==> config.mk <==
export PLATFORM = sky130hd
export DESIGN_NAME = reg_file_sb
export DESIGN_NICKNAME = d
export VERILOG_FILES = /design/src/rtl/reg_file_sb.sv
export SDC_FILE = /design/constraint.sdc
export NUM_CORES = 2
export LEC_CHECK = 0
export CORE_UTILIZATION = 44
export CTS_BUF_LIST = sky130_fd_sc_hd__clkbuf_8
export DETAILED_ROUTE_END_ITERATION = 8
export PLACE_DENSITY = 0.69
export SLEW_MARGIN = 15
export SYNTH_ARGS = -nofsm -noshare
export SYNTH_HDL_FRONTEND = slang
export SYNTH_SLANG_ARGS = --single-unit
==> constraint.sdc <==
create_clock -name clk -period 8.1 [get_ports clk]
set_input_delay 1.215 -clock clk [delete_from_list [all_inputs] [get_ports clk]]
set_output_delay 1.215 -clock clk [all_outputs]
set_load 0.01 [all_outputs]
==> src/rtl/reg_file_sb.sv <==
// reg_file_sb -- integer register file with a pending-write scoreboard.
//
// Two combinational read ports (write-first bypass from the writeback port),
// one synchronous write port, and one busy bit per register. An issuing
// instruction sets busy on its destination. The matching writeback clears it.
// A read of a busy register that is not being written this cycle raises stall.
//
// Ports
//   clk, rst_n        clock, synchronous active-low reset
//   AD1/RD1, AD2/RD2  read ports (rs1 -> ALUop1, rs2 -> regOp2)
//   issue_valid       decode presents an instruction this cycle
//   issue_rd          destination of the issuing instruction
//   stall             RAW hazard on AD1/AD2, issue blocked
//   WE3, AD3, WD3     writeback port
//   pending_cnt       number of registers currently marked busy
//   a0                current contents of x10 (no bypass)
module reg_file_sb #(
  parameter int DATAWIDTH = 32,
  parameter int ADDRWIDTH = 5
) (
  input  logic                 clk,
  input  logic                 rst_n,
  input  logic [ADDRWIDTH-1:0] AD1,
  input  logic [ADDRWIDTH-1:0] AD2,
  output logic [DATAWIDTH-1:0] RD1,
  output logic [DATAWIDTH-1:0] RD2,
  input  logic                 issue_valid,
  input  logic [ADDRWIDTH-1:0] issue_rd,
  output logic                 stall,
  input  logic                 WE3,
  input  logic [ADDRWIDTH-1:0] AD3,
  input  logic [DATAWIDTH-1:0] WD3,
  output logic [ADDRWIDTH:0]   pending_cnt,
  output logic [DATAWIDTH-1:0] a0
);

  localparam int NREG = 1 << ADDRWIDTH;

  logic [DATAWIDTH-1:0] regs [NREG];
  logic [NREG-1:0]      busy;
  logic [NREG-1:0]      busy_nxt;
  logic [NREG-1:0]      set_vec;
  logic [NREG-1:0]      clr_vec;
  logic [ADDRWIDTH:0]   pend_q;
  logic                 hz1;
  logic                 hz2;
  logic                 wr_en;

  function automatic logic [ADDRWIDTH:0] popcount(input logic [NREG-1:0] v);
    logic [ADDRWIDTH:0] cnt;
    cnt = '0;
    for (int i = 0; i < NREG; i++) begin
      cnt = cnt + {{ADDRWIDTH{1'b0}}, v[i]};
    end
    return cnt;
  endfunction

  // x0 is never a real write target, so it is excluded here once.
  assign wr_en = WE3 && (AD3 != '0);

  // Read ports: a same-cycle writeback to the addressed register is forwarded.
  always_comb begin
    RD1 = '0;
    RD2 = '0;
    if (AD1 != '0) RD1 = (wr_en && (AD3 == AD1)) ? WD3 : regs[AD1];
    if (AD2 != '0) RD2 = (wr_en && (AD3 == AD2)) ? WD3 : regs[AD2];
  end

  // A busy register being written back this cycle is already resolved by the
  // bypass, so it does not count as a hazard.
  always_comb begin
    hz1   = (AD1 != '0) && busy[AD1] && !(WE3 && (AD3 == AD1));
    hz2   = (AD2 != '0) && busy[AD2] && !(WE3 && (AD3 == AD2));
    stall = issue_valid && (hz1 || hz2);
  end

  // Busy update: clear on writeback, then set on issue, so a new producer
  // issuing to the register being written back keeps it busy.
  always_comb begin
    set_vec = '0;
    clr_vec = '0;
    if (issue_valid && !stall && (issue_rd != '0)) set_vec[issue_rd] = 1'b1;
    if (wr_en) clr_vec[AD3] = 1'b1;
    busy_nxt = (busy & ~clr_vec) | set_vec;
  end

  always_ff @(posedge clk) begin
    if (!rst_n) begin
      busy   <= '0;
      pend_q <= '0;
      for (int i = 0; i < NREG; i++) begin
        regs[i] <= '0;
      end
    end else begin
      busy   <= busy_nxt;
      pend_q <= popcount(busy_nxt);
      if (wr_en) regs[AD3] <= WD3;
    end
  end

  assign pending_cnt = pend_q;
  assign a0          = regs[10];

endmodule

==> flow_metrics.tcl <==
set metrics [dict create \
    status "finished clean" \
    fp.coreArea_um2 130000 \
    antenna_found_initial 20 \
    start_kind "input pin" \
    std_cell_rows 132 \
    synth_edf_count 1024 \
    synth_top_family_by_area "multiplexers" \
    worst_ep_required_time_ns 6.88 \
    muxShareOfSynthArea 0.261 \
    yosys.area_share.simple 0.137 \
    p_seq_frac 0.503 \
    finalCritPeriodShare 0.884 \
    avgRoutedWirePerCell_um 34.8 \
    tns_ns 0 \
    hold_buffers 0 \
    initial_core_util 0.446 \
    htree_num_levels 4 \
    p_int_mw 9.46 \
    cpPeakStageDelay_ns 0.89 \
    numCtsBuffers 174 \
    cts_setup_buffers 0 \
    r2r_end "pending_cnt[4]" \
    die_x_um 365 \
    hold_end "busy[22]" \
    crit_type "in2out" \
    r2r_setup_slack_ns 1.45 \
    synthesis.instances 3761 \
    design_area_um2 65000 \
    pwr-share-comb 0.142 \
    dp_hpwl_mm 112 \
    grt_remaining_overflow 0 \
    insertion_delay_ns 0.91 \
    drt_iter0_markers 5750 \
    ir_worst_vdd_uv 210 \
    dr.pass1.iters 6 \
    path_cells "buf_8, buf_12, buf_4, buf_4, mux4_2, mux4_2, nand2_1, nand3_1, o21ai_0, nor2_1, clkdlybuf4s50_1" \
    syn_area_um2 58000 \
    final_max_slew_viol_count 0 \
    fmax_mhz 140 \
    worst_pin_slew_ns 1.22 \
    synthAdderAreaFrac 0.00979 \
    final.setup_skew_ns 0.0168 \
    num_vias 37200 \
    nets 3922 \
    fillCellCount 10900 \
    port_buffers 158 \
    maxSlewHeadroom 0.187 \
    grt_usage 0.303 \
    clk_path_buf_depth 3 \
    clock_power_share 0.355 \
    power_mw 12.9 \
    grt_max_degree 108 \
    min_period_ns 7.16 \
    drt_wl_total_mm 200 \
    syn_area_per_cell_um2 15.4 \
    reg2reg_from "busy[21]" \
    final_hold_viol_count 0 \
    area_delta_synth_final_pct 12.0 \
    clock_sinks 1062 \
    drive_gt1_frac 0.270 \
    synth_compound_area_frac 0.0178 \
    die-height_um 365 \
    rsz0062_at_grt "false" \
    hold_ws_ns 0.539 \
    synthArstFlopShare 0 \
    cts_tree "done" \
    reg2regPathDepth 22 \
    dpl_worst_slack_ns 0.445 \
    holdPathStages 2 \
    fin_util 0.499 \
    crit_slowest_cell "buf_4" \
    synthFlopType "edfxtp_1" \
    synthDistinctLibCells 60 \
    placed_area_um2 61700 \
    switching_share 0.267 \
    cp.arrival_ns 5.94 \
    path_max_fanout 87 \
    ys_ff_latch 1062 \
    synth_xor_area_frac 0.00181 \
    cap_violations 0 \
    layout_setup_ws_ns 0.942 \
    ys_seq_area_frac 0.543 \
    fin_cells 5727 \
    cp-end-kind "primary output" \
    ios 159 \
    p_switching_mw 3.44 \
    grt_pass1_vias 36600 \
    setup_violations 0 \
    place_inst 5401 \
    drc 0 \
    ant_nets 0 \
    clk_pin_slew_ns 0.06 \
    gp_congestion 0.932 \
    grt_first_pass_wirelength_mm 280 \
    hold_class "reg2reg" \
    final_cell_mix "1024 x edfxtp_1, 1002 x and2_1, 652 x mux4_2, 182 x clkbuf_8, 146 x clkdlybuf4s50_1" \
    hp-start "busy[22]" \
    p_per_area_nw_per_um2 199 \
    viasPerCell 6.50 \
    cts_resized 0 \
    p_leak_nw 22.2 \
    final_common_cell "edfxtp_1" \
    ys_warn_count 0 \
    root_buffer "clkbuf_8" \
    design.die.area_um2 133000 \
]
==> area by class of cell <==
| class | count | area (um^2) | share of cell area |
|---|---|---|---|
| sequential | 1062 | 31500 | 0.485 |
| multi-input combinational | 2300 | 25400 | 0.391 |
| timing repair buffer | 268 | 2490 | 0.0383 |
| clock buffer | 180 | 2480 | 0.0381 |
| tap | 1742 | 2180 | 0.0336 |
| clock inverter | 139 | 800 | 0.0123 |
| inverter | 29 | 110 | 0.00170 |
| antenna | 7 | 17.5 | 0.000270 |
==> synthesized netlist by cell type (3+ instances only) <==
master	instances	share of area
inv_1	28	0.0018
dfxtp_1	38	0.013
and2_1	1002	0.11
o21ai_0	53	0.0046
edfxtp_1	1024	0.53
nand4_1	5	0.00054
nor3_1	5	0.00043
xnor2_1	6	0.00091
or4_1	4	0.00052
o32ai_1	3	0.00045
clkbuf_1	306	0.020
nor2_1	114	0.0074
a31oi_1	5	0.00054
and3_1	3	0.00032
a21oi_1	9	0.00078
nor3b_1	5	0.00065
or2_2	4	0.00043
fa_1	24	0.0083
a211oi_1	34	0.0044
nand3b_1	7	0.00091
o22ai_1	5	0.00054
nor2b_1	3	0.00032
nand2b_1	4	0.00043
xor2_1	6	0.00091
nand2_1	145	0.0094
a22oi_1	5	0.00065
and3b_1	6	0.00091
a21boi_0	3	0.00039
or3b_2	7	0.0011
buf_1	36	0.0023
buf_2	57	0.0049
ha_1	7	0.0015
or3_1	6	0.00065
mux2i_1	37	0.0064
mux4_2	652	0.25
nand3_1	54	0.0047
o31ai_1	14	0.0018
a32oi_1	6	0.00091
==> critical path: cells and delay by family <==
family,cells,cell delay [ns]
compound gates,1,0.14
buf+inv,5,2.92
mux,2,1.08
simple gates,3,0.39
==> state kept, by name, indices dropped and copies added (netlist names) <==
signal	flops
regs	1024
pending_cnt	6
busy	32
==> cell families (layout without fill, tap and decap cells) <==
| kind of cell | count (synthesis) | in the layout |
|---|---|---|
| AOI/OAI and AO/OA | 153 | 153 |
| xor gates and xnor gates | 12 | 12 |
| adders and majority gates | 31 | 31 |
| buffers and inverters | 430 | 616 |
| DFF | 1062 | 1062 |
| muxes | 693 | 693 |
| other | 1 | 39 |
| and+or+nand+nor | 1379 | 1379 |
==> layer usage <==
metal,wire length (um),track usage
met2,93600,0.475
met4,10100,0.140
met5,51,0
met1,70700,0.389
met3,25100,0.0884
==> worst max path at each step <==
stage | start | endpoint | slack, ns | cells past startpoint
global placement | AD1[0] | pending_cnt[4] | 0.46 | 23
floorplan | AD1[0] | pending_cnt[4] | 0.77 | 24
finish | AD1[0] | RD1[21] | 0.94 | 11
CTS | AD1[0] | RD1[21] | 0.82 | 11
global route | AD1[0] | RD1[21] | 0.57 | 11
detailed placement | AD1[0] | pending_cnt[4] | 0.44 | 23
==> power groups by stage <==
stage	Clock, mW	Combinational, mW	Sequential (mW)
after floorplan	0	1.11	6.53
after global placement	0	1.80	6.57
final	4.57	1.83	6.49
after global routing	4.82	1.90	6.52
after detailed placement	0	1.81	6.60
after CTS	4.60	1.82	6.48
Note: power is estimated with default switching activity, not from simulation.
